$ cat src/rtl/conv_row_feeder_if.sv
// Pixel-stream and engine-side signals of conv_row_feeder.
// FEEDER_STALL_CNT_EN adds the oStallCnt observation output.
interface conv_row_feeder_if;
  logic [7:0]   iPixel;
  logic         iPixValid;
  logic         oPixReady;
  logic         iReq;
  logic [255:0] oData;
  logic         oValid;
  logic         oRowEnd;
  logic         oDone;
`ifdef FEEDER_STALL_CNT_EN
  logic [31:0]  oStallCnt;

  modport master (output iPixel, iPixValid, iReq,
                  input  oPixReady, oData, oValid, oRowEnd, oDone, oStallCnt);
  modport slave  (input  iPixel, iPixValid, iReq,
                  output oPixReady, oData, oValid, oRowEnd, oDone, oStallCnt);
`else
  modport master (output iPixel, iPixValid, iReq,
                  input  oPixReady, oData, oValid, oRowEnd, oDone);
  modport slave  (input  iPixel, iPixValid, iReq,
                  output oPixReady, oData, oValid, oRowEnd, oDone);
`endif
endinterface

$ cat src/rtl/conv_row_feeder.sv
// Packs raster 8-bit pixels into 256-bit row-segment words, buffers them in a
// small FIFO and serves them on engine request. Option: FEEDER_STALL_CNT_EN.
module conv_row_feeder #(
  parameter int width      = 1920,
  parameter int height     = 1080,
  parameter int FIFO_DEPTH = 4
) (
  input  logic             clk,
  input  logic             reset,
  conv_row_feeder_if.slave bus
);
  localparam int AW = (FIFO_DEPTH > 1) ? $clog2(FIFO_DEPTH) : 1;
  localparam int CW = (width > 1) ? $clog2(width) : 1;
  localparam int RW = (height > 1) ? $clog2(height) : 1;
  localparam logic [AW:0] FULL_CNT = FIFO_DEPTH[AW:0];

  typedef enum logic [1:0] {RUN, DRAIN, DONE} state_t;

  state_t          state_reg, state_next;
  logic [255:0]    pack_reg, pack_next;
  logic [4:0]      lane_reg;
  logic [CW-1:0]   col_reg;
  logic [RW-1:0]   row_reg;
  logic [256:0]    mem [FIFO_DEPTH];
  logic [AW-1:0]   wr_ptr_reg, rd_ptr_reg;
  logic [AW:0]     count_reg, count_next;
  logic [255:0]    data_reg;
  logic            valid_reg, row_end_reg, done_reg, ready_reg;

  logic            accept, last_col, last_row, push, pop;
  logic            fifo_empty, fifo_full;

  always_comb begin
    accept     = bus.iPixValid && ready_reg;
    last_col   = (col_reg == CW'(width - 1));
    last_row   = (row_reg == RW'(height - 1));
    fifo_empty = (count_reg == '0);
    fifo_full  = (count_reg == FULL_CNT);
    // ready already excludes a full FIFO, so every completed word has a slot
    push       = accept && ((lane_reg == 5'd31) || last_col);
    pop        = bus.iReq && !fifo_empty;

    count_next = count_reg;
    case ({push, pop})
      2'b10:   count_next = count_reg + 1'b1;
      2'b01:   count_next = count_reg - 1'b1;
      default: count_next = count_reg;
    endcase

    pack_next = pack_reg;
    if (accept)
      pack_next[8 * (31 - int'(lane_reg)) +: 8] = bus.iPixel;

    state_next = state_reg;
    case (state_reg)
      RUN:     if (accept && last_col && last_row) state_next = DRAIN;
      DRAIN:   if (fifo_empty) state_next = DONE;
      DONE:    state_next = RUN;
      default: state_next = RUN;
    endcase
  end

  // Storage has no reset so it maps onto RAM; lanes beyond the row end are
  // already zero because the packer clears after every push.
  always_ff @(posedge clk) begin
    if (push)
      mem[wr_ptr_reg] <= {last_col, pack_next};
  end

  always_ff @(posedge clk or negedge reset) begin
    if (!reset) begin
      state_reg   <= RUN;
      pack_reg    <= '0;
      lane_reg    <= '0;
      col_reg     <= '0;
      row_reg     <= '0;
      wr_ptr_reg  <= '0;
      rd_ptr_reg  <= '0;
      count_reg   <= '0;
      data_reg    <= '0;
      valid_reg   <= 1'b0;
      row_end_reg <= 1'b0;
      done_reg    <= 1'b0;
      ready_reg   <= 1'b0;
    end else begin
      state_reg <= state_next;
      count_reg <= count_next;
      ready_reg <= (state_next == RUN) && (count_next != FULL_CNT);
      done_reg  <= (state_reg == DRAIN) && (state_next == DONE);
      valid_reg <= pop;

      if (pop) begin
        {row_end_reg, data_reg} <= mem[rd_ptr_reg];
        rd_ptr_reg              <= rd_ptr_reg + 1'b1;
      end
      if (push)
        wr_ptr_reg <= wr_ptr_reg + 1'b1;

      if (push) begin
        pack_reg <= '0;
        lane_reg <= '0;
      end else begin
        pack_reg <= pack_next;
        if (accept)
          lane_reg <= lane_reg + 1'b1;
      end

      if (state_reg == DONE) begin
        col_reg <= '0;
        row_reg <= '0;
      end else if (accept) begin
        if (last_col) begin
          col_reg <= '0;
          row_reg <= last_row ? '0 : row_reg + 1'b1;
        end else begin
          col_reg <= col_reg + 1'b1;
        end
      end
    end
  end

  assign bus.oPixReady = ready_reg;
  assign bus.oData     = data_reg;
  assign bus.oValid    = valid_reg;
  assign bus.oRowEnd   = row_end_reg;
  assign bus.oDone     = done_reg;

`ifdef FEEDER_STALL_CNT_EN
  logic [31:0] stall_cnt_reg;

  // Held through the DONE cycle so the total is readable alongside oDone.
  always_ff @(posedge clk or negedge reset) begin
    if (!reset)
      stall_cnt_reg <= '0;
    else if (state_reg == DONE)
      stall_cnt_reg <= '0;
    else if (bus.iReq && fifo_empty && (stall_cnt_reg != 32'hFFFF_FFFF))
      stall_cnt_reg <= stall_cnt_reg + 1'b1;
  end

  assign bus.oStallCnt = stall_cnt_reg;
`endif

endmodule

$ cat src/flat_wrapper.sv
// flat-port wrapper written by rule: the top's interface ports become plain ports
module conv_row_feeder_flat 
#(
  parameter int width      = 1920,
  parameter int height     = 1080,
  parameter int FIFO_DEPTH = 4
)
  (clk, reset, bus_iPixel, bus_iPixValid, bus_iReq, bus_oPixReady, bus_oData, bus_oValid, bus_oRowEnd, bus_oDone);
  conv_row_feeder_if bus_i ();
  input  logic clk;
  input  logic reset;
  input wire logic [$bits(bus_i.iPixel)-1:0] bus_iPixel;
  input wire logic [$bits(bus_i.iPixValid)-1:0] bus_iPixValid;
  input wire logic [$bits(bus_i.iReq)-1:0] bus_iReq;
  output wire logic [$bits(bus_i.oPixReady)-1:0] bus_oPixReady;
  output wire logic [$bits(bus_i.oData)-1:0] bus_oData;
  output wire logic [$bits(bus_i.oValid)-1:0] bus_oValid;
  output wire logic [$bits(bus_i.oRowEnd)-1:0] bus_oRowEnd;
  output wire logic [$bits(bus_i.oDone)-1:0] bus_oDone;
  assign bus_i.iPixel = bus_iPixel;
  assign bus_i.iPixValid = bus_iPixValid;
  assign bus_i.iReq = bus_iReq;
  assign bus_oPixReady = bus_i.oPixReady;
  assign bus_oData = bus_i.oData;
  assign bus_oValid = bus_i.oValid;
  assign bus_oRowEnd = bus_i.oRowEnd;
  assign bus_oDone = bus_i.oDone;
  conv_row_feeder #(.width(width), .height(height), .FIFO_DEPTH(FIFO_DEPTH)) u_core (.clk(clk), .reset(reset), .bus(bus_i));
endmodule
$ cat config.mk
export PLATFORM = sky130hd
export DESIGN_NAME = conv_row_feeder_flat
export DESIGN_NICKNAME = d
export VERILOG_FILES = /design/src/rtl/conv_row_feeder_if.sv /design/src/rtl/conv_row_feeder.sv /design/src/flat_wrapper.sv
export SDC_FILE = /design/constraint.sdc
export NUM_CORES = 2
export LEC_CHECK = 0
export BUFFER_PORTS_ARGS = -buffer_cell sky130_fd_sc_hd__buf_2
export CAP_MARGIN = 20
export CORE_MARGIN = 4
export CORE_UTILIZATION = 60
export CTS_BUF_LIST = sky130_fd_sc_hd__clkbuf_4 sky130_fd_sc_hd__clkbuf_8
export DETAILED_ROUTE_END_ITERATION = 7
export PLACE_DENSITY = 0.88
export SLEW_MARGIN = 20
export SYNTH_ARGS = -nofsm -noshare
export SYNTH_HDL_FRONTEND = slang
export SYNTH_SLANG_ARGS = --single-unit
$ cat constraint.sdc
create_clock -name clk -period 16.9 [get_ports clk]
set_input_delay 5.07 -clock clk [delete_from_list [all_inputs] [get_ports clk]]
set_output_delay 5.07 -clock clk [all_outputs]
set_load 0.02 [all_outputs]
Yosys cells after proc, flatten, opt, wreduce, memory -nomap -nowiden --
Memories as Yosys holds them, arrays and structs flattened. A register that Yosys moved wholly into a read port is not among the register bits. Cells that the tools add are included.
Cells by class: add/sub/neg operators 9, eq/ne operators 9, shift-type cells 2, mux-type cells 18, reduce and logical (&&, ||, !) cells 17
Operator list (number):
- two-way mux 256 bit | 2
- bitwise mux 256 bit | 1
- variable shift 8 x 33 -> 256 bit (first input constant) | 1
- variable part select 8 x 33 -> 256 bit | 1
- two-way mux 11 bit | 7
- negator 32 -> 33 bit | 1
- adder 11 x 1 -> 11 bit (second input constant) | 2
- equality test 11 bit (second input constant) | 2
- two-way mux 5 bit | 2
- logical AND 1 bit | 7
- equality test 2 bit (second input constant) | 3
- one-hot mux 3 bit (2 select lines) | 1
- nonzero test 2 bit | 3
- subtractor 5 x 5 -> 6 bit (first input constant) | 1
- adder 5 x 1 -> 5 bit (second input constant) | 1
- equality test 5 bit (second input constant) | 1
- adder 2 x 1 -> 2 bit (second input constant) | 2
- equality test 2 x 1 -> 1 bit (second input constant) | 2
- zero test 2 bit | 2
- two-way mux 2 bit | 2
- one-hot mux 2 bit (2 select lines) | 1
- adder 3 x 1 -> 3 bit (second input constant) | 1
- zero test 3 bit | 1
- != test 3 bit (second input constant) | 1
- 5 further kinds | 7
Storage, ports and cells: bits in registers 295, RAM bits 1028, bits of input ports 12, memories 1
Memories:
- u_core.mem | depth 4, bits a word 257, read ports 1, clocked after memory_dff 1, write ports 1, line conv_row_feeder.sv:24 | logic [256:0] mem [FIFO_DEPTH];

Depth between registers and ports, before layout --
depth in word-level cells 7, depth in mapped cells 16

Least setup slack after synthesis --
OpenSTA, ideal clock, no wires.
path kind input to register, start point input bus_iPixValid, end point memory u_core.mem[0][0], enable pin, setup time 0.651 ns, data arrival time 12.054 ns, path slack 4.195 ns, stages 7, cell sequence nand2_1 > or4_1 > clkbuf_1 > nand2_1 > buf_2 > clkbuf_1 > and2_1
Between the ends: word-level cells in the longest chain between the ends 4
Ends and longest elaborated chain:
- from (decl) | line flat_wrapper.sv:13 | input wire logic [$bits(bus_i.iPixValid)-1:0] bus_iPixValid;
- logical AND 1 bit | line conv_row_feeder.sv:34 | accept = bus.iPixValid && ready_reg;
- logical AND 1 bit | line conv_row_feeder.sv:40 | push = accept && ((lane_reg == 5'd31) || last_col);
- two-way mux 1 bit | line conv_row_feeder.sv:66 | if (push)
- two-way mux 1 bit (not written as such) | line conv_row_feeder.sv:67 | mem[wr_ptr_reg] <= {last_col, pack_next};
- to (decl) | line conv_row_feeder.sv:24
No other way between the ends.

Worst setup path after layout --
start point input bus_iPixValid, end point memory u_core.mem[3][19], enable pin
The elaborated chain is that of the path after synthesis.

==> impl_metrics.json <==
{
  "drt-wirelength-per-cell_um": 25.5,
  "layout_common_cells": "edfxtp_1 (1,028), nand2_1 (1,006), dfrtp_1 (550)",
  "ff2ff_setup_slack_ns": 12.18,
  "drv_slew": 0,
  "path_max_fanout": 144,
  "firstDrtPassIters": 7,
  "synth_xor_xnor_area_share_pct": 0.350,
  "synthFlopType": "edfxtp_1",
  "syn_area_per_cell_um2": 16.0,
  "area_delta_synth_final_pct": 12.8,
  "rsz0062_at_grt": "no",
  "final_common_cell": "edfxtp_1",
  "pre_cts_ws_ns": 8.38,
  "worstSetupEndpointType": "flop",
  "die_w_um": 326,
  "gr-total-overflow": 0,
  "die_h_um": 326,
  "reg2regPathDepth": 8,
  "antenna_found_initial": 6,
  "die_area_um2": 106000,
  "fmax_mhz": 132,
  "synthAdderAreaFrac_pct": 0.218,
  "dpl.hpwl_um": 85900,
  "tightest_slew_ns": 1.18,
  "nets": 4175,
  "yosysSeqAreaShare_pct": 73.5,
  "dp.cells": 5280,
  "ios": 272,
  "vias": 34500,
  "finalSetupViolations": 0,
  "arrival_ns": 8.05,
  "fin_cells": 5721,
  "cts_resized": 0,
  "grt_pass1_vias": 35700,
  "critical_path.startpoint_type": "input pin",
  "htree_levels": 4,
  "power_per_cell_area_nw_per_um2": 168,
  "synth_compound_area_share_pct": 1.19,
  "r2r_end": "u_core.pack_reg[141]",
  "ir_drop_mv": 0.130,
  "grt_pass1_wl_um": 220000,
  "syn_area_um2": 60800,
  "synthesis.nets": 3826,
  "place.gp.congestion": 0.843,
  "track_usage_pct": 27.5,
  "worstHoldStart": "u_core.bus.oData[245]",
  "synthCells": 3804,
  "row_count": 116,
  "p_leak_nw": 27.0,
  "io_buffers": 271,
  "cts_tree": "yes",
  "layout_setup_ws_ns": 9.32,
  "fin_skew_ns": 0.0495,
  "cp.required_ns": 17.37,
  "cts.clk_slew.worst_paths_ns": 0.06,
  "cap_violations": 0,
  "synthArstFlopShare_pct": 34.9,
  "fin_crit_ns": 7.58,
  "post_cts.repair.setup_buffers": 0,
  "whs_ns": 0.468,
  "worstReg2RegStart": "u_core.lane_reg[0]",
  "root_buffer": "clkbuf_8",
  "cts_buffers": 227,
  "clockBufferDepth": 3,
  "routed_wl_um": 146000,
  "setup_tns_ns": 0,
  "worst_hold_path_type": "flop to flop",
  "synth_edf_count": 1028,
  "ys_types": 61,
  "vias_per_cell": 6.03,
  "grt_max_degree": 159,
  "critPathKind": "input pin to flop",
  "hold_depth": 2,
  "layout-drive-gt1-share_pct": 28.4,
  "clock-sinks": 1580,
  "drt_iter0_drc": 4176,
  "postLayoutCoreUtil_pct": 68.3,
  "synth_mux_area_share_pct": 12.7,
  "core_um2": 100000,
  "ys_seq_elements": 1580,
  "yosys.area_share.simple_pct": 10.6,
  "largest_reg_flops": 1028,
  "drcViolationCount": 0,
  "status": "finished clean",
  "maxSlewHeadroom_pct": 21.0,
  "final_antenna_net_count": 0,
  "synth_top_family_by_area": "multiplexers",
  "ys_warn_count": 0,
  "final_hold_viol_count": 0,
  "start_util_pct": 60.6,
  "holdBufCountCts": 0,
  "min_period_over_period_pct": 44.9,
  "clock_latency_ns": 0.88,
  "min_to": "u_core.bus.oData[245]"
}
[worst max-delay path, stage by stage]
cell and delay, ns:
buf_2 0.13, nand2_1 0.22, or4_1 0.61, nand2_4 0.20, and2_4 0.90, buf_12 0.70
[per-layer routing]
metal / vias up / GRT usage, % / routed length, um
li1: 14500 / - / -
met5: - / 0 / 41
met3: 413 / 6.39 / 13500
met1: 17500 / 35.7 / 52500
met4: 6 / 13.5 / 7460
met2: 2025 / 44.3 / 72300
[cells by family (layout without fill, tap and decap cells)]
kind of cell | Yosys count | count (layout)
DFF | 1580 | 1580
other | 0 | 6
and+or+nand+nor | 1434 | 1434
buffers and inverters | 206 | 760
adders and majority gates | 10 | 10
AOI/OAI and AO/OA | 126 | 126
muxes | 428 | 428
xor gates and xnor gates | 20 | 20
[cell type report]
| cell class | count | area, um^2 |
|---|---|---|
| timing repair buffer | 311 | 1750 |
| multi-input combinational | 2018 | 15300 |
| clock inverter | 70 | 583 |
| tap | 1357 | 1700 |
| antenna | 6 | 15.0 |
| sequential | 1580 | 44700 |
| inverter | 15 | 66.3 |
| fill | 5966 | 31800 |
| clock buffer | 364 | 4430 |
[how the worst max path moves through the flow]
stage	startpoint	end	cells after the start
after floorplan	bus_iPixValid	u_core.mem[0][0]	7
after global placement	bus_iPixValid	u_core.mem[0][153]	6
after detailed placement	bus_iPixValid	u_core.mem[0][156]	6
after CTS	bus_iPixValid	u_core.mem[0][121]	6
after global routing	bus_iPixValid	u_core.mem[2][17]	6
final	bus_iPixValid	u_core.mem[3][19]	6
[stage by stage]
step,cell area [um^2],power [W]
CTS,68500,0.0115
detailed placement,63500,0.00830
finish,68500,0.0115
floorplan,60800,0.00722
global placement,63500,0.00818
global route,68500,0.0120
[synthesized netlist by cell type (4+ instances only)]
cell | instances | area share, %
nand4_1 | 36 | 0.37
mux2_2 | 162 | 3.0
nor3_4 | 11 | 0.29
mux2i_1 | 7 | 0.12
nand2b_1 | 6 | 0.062
and2_1 | 167 | 1.7
edfxtp_1 | 1028 | 51
xnor2_1 | 11 | 0.16
nor4_1 | 6 | 0.062
or3_1 | 8 | 0.082
buf_6 | 4 | 0.074
buf_2 | 31 | 0.26
nor3_1 | 4 | 0.033
or2_2 | 48 | 0.49
nand4_2 | 5 | 0.10
o31ai_1 | 5 | 0.062
nor3b_1 | 9 | 0.11
ha_1 | 9 | 0.19
mux4_2 | 257 | 9.5
dfrtp_1 | 552 | 23
and3_1 | 4 | 0.041
nor2b_1 | 6 | 0.062
xor2_1 | 7 | 0.10
nand3_1 | 21 | 0.17
buf_1 | 25 | 0.15
inv_1 | 13 | 0.080
nor2_1 | 71 | 0.44
o21ai_0 | 12 | 0.099
nand2_1 | 1008 | 6.2
clkbuf_1 | 130 | 0.80
a21oi_1 | 92 | 0.76
[power by group]
group          leakage [nW]  internal [W]  switching [W]
clock network          2.67       0.00178        0.00144
registers              15.9       0.00483       0.000298
logic                  8.41       0.00111        0.00205
total                  27.0       0.00771        0.00379
No activity file was read; power rests on OpenSTA's default activity.
